### config.mk
export PLATFORM = sky130hd
export DESIGN_NAME = thumb_fetch
export DESIGN_NICKNAME = d
export VERILOG_FILES = /design/src/rtl/thumb_fetch.sv
export SDC_FILE = /design/constraint.sdc
export NUM_CORES = 1
export LEC_CHECK = 0
export CAP_MARGIN = 20
export CORE_UTILIZATION = 51
export CTS_BUF_LIST = sky130_fd_sc_hd__clkbuf_8
export CTS_CLUSTER_SIZE = 25
export DETAILED_ROUTE_END_ITERATION = 16
export PLACE_DENSITY = 0.79
export SLEW_MARGIN = 5
export SYNTH_ARGS = -nofsm -noshare
export SYNTH_HDL_FRONTEND = slang
export SYNTH_SLANG_ARGS = --single-unit
export TNS_END_PERCENT = 20
### constraint.sdc
create_clock -name clk -period 6.6 [get_ports clk]
set_input_delay 0.66 -clock clk [delete_from_list [all_inputs] [get_ports clk]]
set_output_delay 0.66 -clock clk [all_outputs]
set_load 0.05 [all_outputs]
### src/rtl/thumb_fetch.sv
// thumb_fetch -- instruction fetch unit for a 16-bit Thumb-style pipeline.
//
// Issues single-cycle active-low read strobes to an instruction memory,
// captures the returned halfword at the edge that ends the strobe cycle,
// and buffers it with its address in a small prefetch queue feeding decode.
// A fetched SWI (opcode [15:8] == 8'hDF) is queued and then halts fetching
// until the execute stage redirects with branch_taken.
//
// Parameters:
//   RESET_PC : first fetch address after reset
//   DEPTH    : prefetch queue entries (2..4)
// Ports:
//   clk                 in   rising-edge clock
//   reset               in   asynchronous active-high reset
//   read_instruction_n  out  registered active-low memory read strobe
//   instruction_address out  registered halfword fetch address
//   instruction         in   memory read data, sampled at end of strobe cycle
//   branch_taken        in   redirect request (flushes queue)
//   branch_target       in   redirect address (bit 0 ignored)
//   stall               in   decode cannot accept the queue head this cycle
//   if_valid            out  queue head is valid
//   if_instr            out  queue head instruction
//   if_pc               out  queue head address
module thumb_fetch #(
  parameter logic [31:0] RESET_PC = 32'h0000_0000,
  parameter int          DEPTH    = 2
) (
  input  logic        clk,
  input  logic        reset,
  output logic        read_instruction_n,
  output logic [31:0] instruction_address,
  input  logic [15:0] instruction,
  input  logic        branch_taken,
  input  logic [31:0] branch_target,
  input  logic        stall,
  output logic        if_valid,
  output logic [15:0] if_instr,
  output logic [31:0] if_pc
);

  localparam logic [2:0] DEPTH_C  = 3'(DEPTH);
  localparam logic [3:0] DEPTH_W  = 4'(DEPTH);
  localparam logic [1:0] LAST_IDX = 2'(DEPTH - 1);

  typedef enum logic [1:0] {
    IDLE = 2'd0,
    RUN  = 2'd1,
    HALT = 2'd2
  } state_t;

  state_t      state_r;
  state_t      state_next_s;
  logic [2:0]  count_r;
  logic [2:0]  count_next_s;
  logic [3:0]  count_sum_s;
  logic [1:0]  rd_ptr_r;
  logic [1:0]  wr_ptr_r;
  logic [15:0] q_instr_r [DEPTH];
  logic [31:0] q_pc_r    [DEPTH];
  logic        read_n_r;
  logic [31:0] addr_r;
  logic        branch_s;
  logic        push_s;
  logic        pop_s;
  logic        swi_s;
  logic        fetch_next_s;
  logic [31:0] addr_next_s;

  // Wrap a queue pointer at DEPTH entries.
  function automatic logic [1:0] ptr_inc(input logic [1:0] p);
    logic [1:0] r;
    if (p == LAST_IDX) begin
      r = 2'd0;
    end else begin
      r = p + 2'd1;
    end
    return r;
  endfunction

  // A redirect is ignored in IDLE; elsewhere it overrides push, pop and SWI.
  // A push happens on the edge ending a strobe cycle (strobe is registered).
  assign branch_s = branch_taken && (state_r != IDLE);
  assign push_s   = !read_n_r && !branch_s;
  assign pop_s    = (count_r != 3'd0) && !stall && !branch_s;
  assign swi_s    = push_s && (instruction[15:8] == 8'hDF);

  // Next occupancy: count + push - pop, clamped to DEPTH, zero on flush.
  always_comb begin
    count_sum_s = {1'b0, count_r} + {3'd0, push_s};
    if (pop_s) begin
      count_sum_s = count_sum_s - 4'd1;
    end else begin
      count_sum_s = count_sum_s;
    end
    if (branch_s) begin
      count_next_s = 3'd0;
    end else if (count_sum_s > DEPTH_W) begin
      count_next_s = DEPTH_C;
    end else begin
      count_next_s = count_sum_s[2:0];
    end
  end

  // FSM state register.
  always_ff @(posedge clk or posedge reset) begin
    if (reset) begin
      state_r <= IDLE;
    end else begin
      state_r <= state_next_s;
    end
  end

  // FSM next-state logic.
  always_comb begin
    state_next_s = state_r;
    case (state_r)
      IDLE: state_next_s = RUN;
      RUN: begin
        if (branch_s) begin
          state_next_s = RUN;
        end else if (swi_s) begin
          state_next_s = HALT;
        end else begin
          state_next_s = RUN;
        end
      end
      HALT: begin
        if (branch_s) begin
          state_next_s = RUN;
        end else begin
          state_next_s = HALT;
        end
      end
      default: state_next_s = IDLE;
    endcase
  end

  // FSM output logic: decide whether and where to fetch next cycle.
  // addr_r always holds the most recently issued fetch address, so the
  // sequential address after a stall gap is still that address + 2.
  always_comb begin
    fetch_next_s = (state_next_s == RUN) && (count_next_s < DEPTH_C);
    addr_next_s  = addr_r;
    if (!fetch_next_s) begin
      addr_next_s = addr_r;
    end else if (state_r == IDLE) begin
      addr_next_s = RESET_PC;
    end else if (branch_s) begin
      addr_next_s = branch_target & 32'hFFFF_FFFE;
    end else begin
      addr_next_s = addr_r + 32'd2;
    end
  end

  // Registered memory strobe and address; reset drops the strobe at once.
  always_ff @(posedge clk or posedge reset) begin
    if (reset) begin
      read_n_r <= 1'b1;
      addr_r   <= RESET_PC;
    end else begin
      read_n_r <= !fetch_next_s;
      addr_r   <= addr_next_s;
    end
  end

  // Queue occupancy and pointers.
  always_ff @(posedge clk or posedge reset) begin
    if (reset) begin
      count_r  <= 3'd0;
      rd_ptr_r <= 2'd0;
      wr_ptr_r <= 2'd0;
    end else if (branch_s) begin
      count_r  <= 3'd0;
      rd_ptr_r <= 2'd0;
      wr_ptr_r <= 2'd0;
    end else begin
      count_r <= count_next_s;
      if (push_s) begin
        wr_ptr_r <= ptr_inc(wr_ptr_r);
      end else begin
        wr_ptr_r <= wr_ptr_r;
      end
      if (pop_s) begin
        rd_ptr_r <= ptr_inc(rd_ptr_r);
      end else begin
        rd_ptr_r <= rd_ptr_r;
      end
    end
  end

  // Queue storage: capture the fetched halfword with its address.
  always_ff @(posedge clk or posedge reset) begin
    if (reset) begin
      for (int i = 0; i < DEPTH; i++) begin
        q_instr_r[i] <= 16'h0000;
        q_pc_r[i]    <= 32'h0000_0000;
      end
    end else begin
      for (int i = 0; i < DEPTH; i++) begin
        if (push_s && (wr_ptr_r == 2'(i))) begin
          q_instr_r[i] <= instruction;
          q_pc_r[i]    <= addr_r;
        end else begin
          q_instr_r[i] <= q_instr_r[i];
          q_pc_r[i]    <= q_pc_r[i];
        end
      end
    end
  end

  // Queue head read mux.
  always_comb begin
    if_instr = 16'h0000;
    if_pc    = 32'h0000_0000;
    for (int i = 0; i < DEPTH; i++) begin
      if (rd_ptr_r == 2'(i)) begin
        if_instr = q_instr_r[i];
        if_pc    = q_pc_r[i];
      end else begin
        if_instr = if_instr;
        if_pc    = if_pc;
      end
    end
  end

  assign if_valid            = (count_r != 3'd0);
  assign read_instruction_n  = read_n_r;
  assign instruction_address = addr_r;

endmodule

* After elaboration in Yosys (flattened, before gate mapping)
Cells that the tools add are included.
** Word-level totals
- Flip-flop bits (word level) :: 138
- Latch bits :: 0
- Bits in writable memories :: 0
- ROM bits :: 0
- Input bits :: 52
- Output and inout bits :: 82
- Logic and storage cells :: 62
- Memories :: 0
** Operators by class
- Add/sub/neg operators :: 5
- $mul :: 0
- Div/mod/pow operators :: 0
- Order comparisons :: 2
- Equal/unequal tests :: 6
- Shift-type cells :: 0
- Multiplexer cells :: 20
- Bitwise operators :: 0
- Reduce and logical (&&, ||, !) cells :: 19
** Operators by type and width (number)
- 2-to-1 mux 32 bit :: 4
- adder 32 x 2 -> 32 bit, second input constant :: 1
- 2-to-1 mux 16 bit :: 2
- 2-to-1 mux 2 bit :: 9
- 2-to-1 mux 3 bit :: 3
- equality test 2 x 1 -> 1 bit, second input constant :: 4
- equality test 8 bit, second input constant :: 1
- logical AND 1 bit :: 8
- logical NOT 2 bit :: 3
- one-hot mux 2 bit (3 select lines) :: 1
- nonzero test 2 bit :: 3
- adder 2 x 1 -> 2 bit, second input constant :: 2
- adder 3 x 1 -> 4 bit :: 1
- greater-than comparator 4 x 2 -> 1 bit, second input constant :: 1
- logical NOT 1 bit :: 4
- 2-to-1 mux 4 bit :: 1
- subtractor 4 x 1 -> 4 bit, second input constant :: 1
- < comparator 3 x 2 -> 1 bit, second input constant :: 1
- nonzero test 3 bit :: 1
- equality test 2 bit, second input constant :: 1

* Depth between registers and ports, before layout
- Depth in word-level cells :: 13
- Mapped depth :: 16
- Depth with buffers taken out :: 14

* Worst setup path before layout
Ideal clock, no wire load.
- Path type :: input -> register
- Start :: in branch_taken
- End :: reg addr_r[15] (netlist: instruction_address[15])
- Setup time :: 130 ps
- Arrival time :: 3491 ps
- Required time :: 6470 ps
- Setup slack :: 2979 ps
- Stages on the path :: 15
- Path buffers :: 2
- Cell sequence :: and2_1 > clkbuf_1 > nor2_1 > ha_1 > ha_1 > inv_1 > ha_1 > o41ai_1 > or3_1 > o31ai_2 > nand2_1 > o32ai_2 > clkbuf_1 > o21ai_0 > o2bb2ai_1
** Between the ends
- Longest elaborated chain between the ends :: 11
- Elaborated cells between the ends (all ways) :: 20
- Classes of those cells :: 2 x add/sub; 2 x order compare; 1 x eq/ne; 9 x mux; 6 x reduce/logical
** Ends and longest elaborated chain
- start: declaration :: RTL line 33 : input logic branch_taken,
- logical AND 1 bit * :: RTL line 82 : assign branch_s = branch_taken && (state_r != IDLE);
- logical NOT 1 bit :: RTL line 83, 84
- logical AND 1 bit :: RTL line 83 : assign push_s = !read_n_r && !branch_s;
- adder 3 x 1 -> 4 bit :: RTL line 89 : count_sum_s = {1'b0, count_r} + {3'd0, push_s};
- subtractor 4 x 1 -> 4 bit :: RTL line 91 : count_sum_s = count_sum_s - 4'd1;
- 2-to-1 mux 4 bit :: RTL line 90 : if (pop_s) begin
- greater-than comparator 4 x 2 -> 1 bit :: RTL line 97 : end else if (count_sum_s > DEPTH_W) begin
- 2-to-1 mux 3 bit :: RTL line 97
- 2-to-1 mux 3 bit :: RTL line 95 : if (branch_s) begin
- < comparator 3 x 2 -> 1 bit :: RTL line 142 : fetch_next_s = (state_next_s == RUN) && (count_next_s < DEPTH_C);
- logical AND 1 bit :: RTL line 142
- end signal: assignment :: RTL line 162 : addr_r <= addr_next_s;
- end: declaration :: RTL line 61 : logic [31:0] addr_r;
Every way passes the cells marked *; elsewhere a longest branch is shown, timed or not.
A chain may end at the register's enable or synchronous reset.

* Worst setup path in the final report
- Start :: in branch_taken
- End :: reg addr_r[2] (netlist: instruction_address[2])
The elaborated chain is that of the path after synthesis.

==> flow_summary.json <==
{
  "path_common_cell": "ha_1",
  "ys_seq_area_share_pct": 49.2,
  "p_per_area_nw_per_um2": 444,
  "drv_slew": 0,
  "yosysTopAreaCell": "dfrtp_1",
  "critPathArrivalTime_ps": 4810,
  "dieArea_um2": 13900,
  "fin_nets": 799,
  "grt.total_usage_pct": 24.3,
  "htree_levels": 4,
  "synth_compound_area_share_pct": 9.71,
  "tns_ps": 0,
  "hold_path_class": "register to register",
  "grt_pass1_vias": 5394,
  "ant_nets": 0,
  "max_slew_margin_pct": 35.1,
  "synth_ff_type": "dfrtp_1",
  "leakage_nw": 3.57,
  "ys_async_sr_fraction_pct": 100,
  "layout_common_cells": "dfrtp_1, clkdlybuf4s50_1, mux2_2, nor2_1, mux2i_1",
  "place.gp.congestion": 0.784,
  "highest_layer": "met4",
  "max_freq_mhz": 223,
  "hpwl_um": 10900,
  "port_buffers": 130,
  "vias": 5382,
  "cts.sink_count": 135,
  "cpLargestDelayFamily": "simple AND/OR/NAND/NOR gates",
  "die_w_um": 118,
  "muxShareOfSynthArea_pct": 22.9,
  "setup_violations": 0,
  "finalCritPeriodShare_pct": 68.0,
  "slowest_stage": "o32ai_4",
  "wl_per_cell_um": 17.4,
  "status": "finished with violations",
  "regArea_um2": 3380,
  "synth_cell_types": 50,
  "hold_buffers": 0,
  "drive_above_1_share_pct": 20.4,
  "vdd_drop_max_mv": 0.382,
  "n_antenna_cell": 0,
  "clockRootBuffer": "clkbuf_8",
  "synth_seq_cells": 135,
  "total_power_w": 0.00388,
  "synthTopCellsByArea": "dfrtp_1, mux2_2, mux2i_1",
  "cp_num_buf_inv": 4,
  "overflow": 0,
  "hold_viol_final": 0,
  "avgViaCountPerCell": 5.77,
  "grt_max_degree": 70,
  "required_ps": 6920,
  "dr_wl_met2_um": 8030,
  "first_iter_violations": 275,
  "rows": 42,
  "clk_path_buf_depth": 2,
  "fp.dieH_um": 118,
  "finClkSkew_ps": 14.8,
  "synth_top_family_by_area": "multiplexers",
  "cap_violations": 0,
  "synth_top_cell_area_share_pct": 48.8,
  "wl_met3_um": 809,
  "clock_latency_ps": 440,
  "synth_area_um2": 6870,
  "tritoncts": "built",
  "core_area_um2": 13200,
  "cts_resized": 0,
  "final_common_cell": "dfrtp_1",
  "worstPathMaxFanout": 67,
  "grt_first_pass_wirelength_um": 26700,
  "syn2layout_area_growth_pct": 27.3,
  "multi_input_area_um2": 3300,
  "rsz0062_at_grt": "false",
  "crit_type": "primary input to register",
  "synthXorXnorAreaFrac_pct": 0.383,
  "synth-edff-count": 0,
  "totalWireLength_um": 16200,
  "fin_crit_ps": 4490,
  "synthAdderAreaFrac_pct": 0.729,
  "drt_pass1_iterations": 11,
  "synth.avg_cell_area_um2": 11.0,
  "io_pins": 134,
  "drcViolationCount": 1,
  "fill_cells": 1007,
  "start_util_pct": 52.1,
  "ys_warn_count": 0,
  "netlist_instances": 623,
  "end_kind": "register",
  "cts_setup_buffers": 0,
  "cts_made_buffers": 17,
  "cts.clk_slew.worst_paths_ps": 70,
  "crit_chain": "buf_2, buf_4, and2_1, nor2_1, ha_1, ha_1, inv_1, ha_1, o41ai_1, or3_1, o31ai_2, nand2_1, o32ai_4, buf_8, mux2_2",
  "violations": "DRC",
  "antenna_found_initial": 0,
  "m1WireLength_um": 7050,
  "slowest_delay_ps": 550,
  "cp-start-kind": "primary input",
  "synth-simple-area-share_pct": 13.9,
  "worstMarginPinSlew_ps": 974
}
-- worst reg2reg max path, cell delays in order, from the launching register on --
cell and delay, ps:
dfrtp_1 480, or2_2 190, and2_1 380, nor2_1 100, ha_1 210, ha_1 340
inv_1 80, ha_1 280, o41ai_1 50, or3_1 330, o31ai_2 320, nand2_1 180
o32ai_4 550, buf_8 250, mux2_2 350
-- area by class of cell --
| type | instances | area share [%] |
|---|---|---|
| tap | 176 | 2.52 |
| inverter | 9 | 0.444 |
| clock inverter | 13 | 1.85 |
| multi-input combinational | 440 | 37.8 |
| timing repair buffer | 140 | 15.8 |
| sequential | 135 | 38.7 |
| clock buffer | 19 | 2.99 |
-- logic make-up (layout without fill, tap and decap cells) --
logic type,after synthesis,count (layout)
and+or+nand+nor,184,184
AOI/OAI and AO/OA,101,101
buffers and inverters,50,181
muxes,145,145
xor gates and xnor gates,3,3
DFF,135,135
other,1,3
adders and majority gates,4,4
-- layer usage --
metal | track usage (%) | vias to the layer above
met1 | 30.9 | 2697
li1 | - | 2495
met4 | 9.62 | 0
met3 | 5.04 | 25
met2 | 40.5 | 165
met5 | 0 | -
-- worst paths after layout --
kind | slack (ps) | cells past startpoint | startpoint | end
max in group asynchronous | 4570 | 3 | reset | rd_ptr_r[0]
min in group asynchronous | 680 | 2 | reset | q_pc_r[62]
hold / removal | 510 | 1 | q_instr_r[5] | q_instr_r[5]
setup / recovery | 2110 | 15 | branch_taken | instruction_address[2]
hold reg to reg | 510 | 1 | q_instr_r[5] | q_instr_r[5]
setup reg to reg | 2380 | 14 | state_r[1] | instruction_address[2]
-- synthesized netlist by cell type, types with 3 or more instances --
cell type  instances
mux2i_1           50
buf_2             11
o2bb2ai_1         27
nor4_1            15
nor2_1            76
mux2_2            95
a21oi_1           27
nor3b_1            8
nand4_1            7
o21ai_0           30
inv_1              9
clkbuf_1          18
dfrtp_1          134
nand3_1            7
buf_1              7
ha_1               4
or3_1              3
and3_1            11
a22oi_1            4
nor4_2             3
nand2_1           19
or3_4              3
nand2b_1           8
and2_1             4
nor3_1            12
-- state kept, by name, summed over array words and instances (netlist names) --
register,count
count_r,3
instruction_address,31
q_instr_r,32
q_pc_r,62
rd_ptr_r,2
read_instruction_n,1
state_r,2
wr_ptr_r,2
-- stage by stage --
| step | area, µm² | setup slack (ps) | hold slack (ps) | std cells | utilization (%) |
|---|---|---|---|---|---|
| 2_1_floorplan | 6880 | 2330 | 480 | 625 | - |
| 3_3_place_gp | 8310 | 1610 | 488 | 899 | 63.0 |
| 3_5_place_dp | 8310 | 1360 | 494 | 899 | 63.0 |
| 4_1_cts | 8730 | 1820 | 510 | 931 | 66.2 |
| 5_1_grt | 8740 | 1800 | 521 | 932 | 66.3 |
| 6_report | 8740 | 2110 | 507 | 932 | 66.3 |
-- power by group --
| part | total [W] | leakage [nW] | internal [W] | switching, W |
|---|---|---|---|---|
| clock | 0.000728 | 0.233 | 0.000424 | 0.000304 |
| combinational | 0.00177 | 1.70 | 0.000714 | 0.00106 |
| sequential | 0.00138 | 1.63 | 0.00114 | 0.000239 |
(Power assumes the default switching activity.)
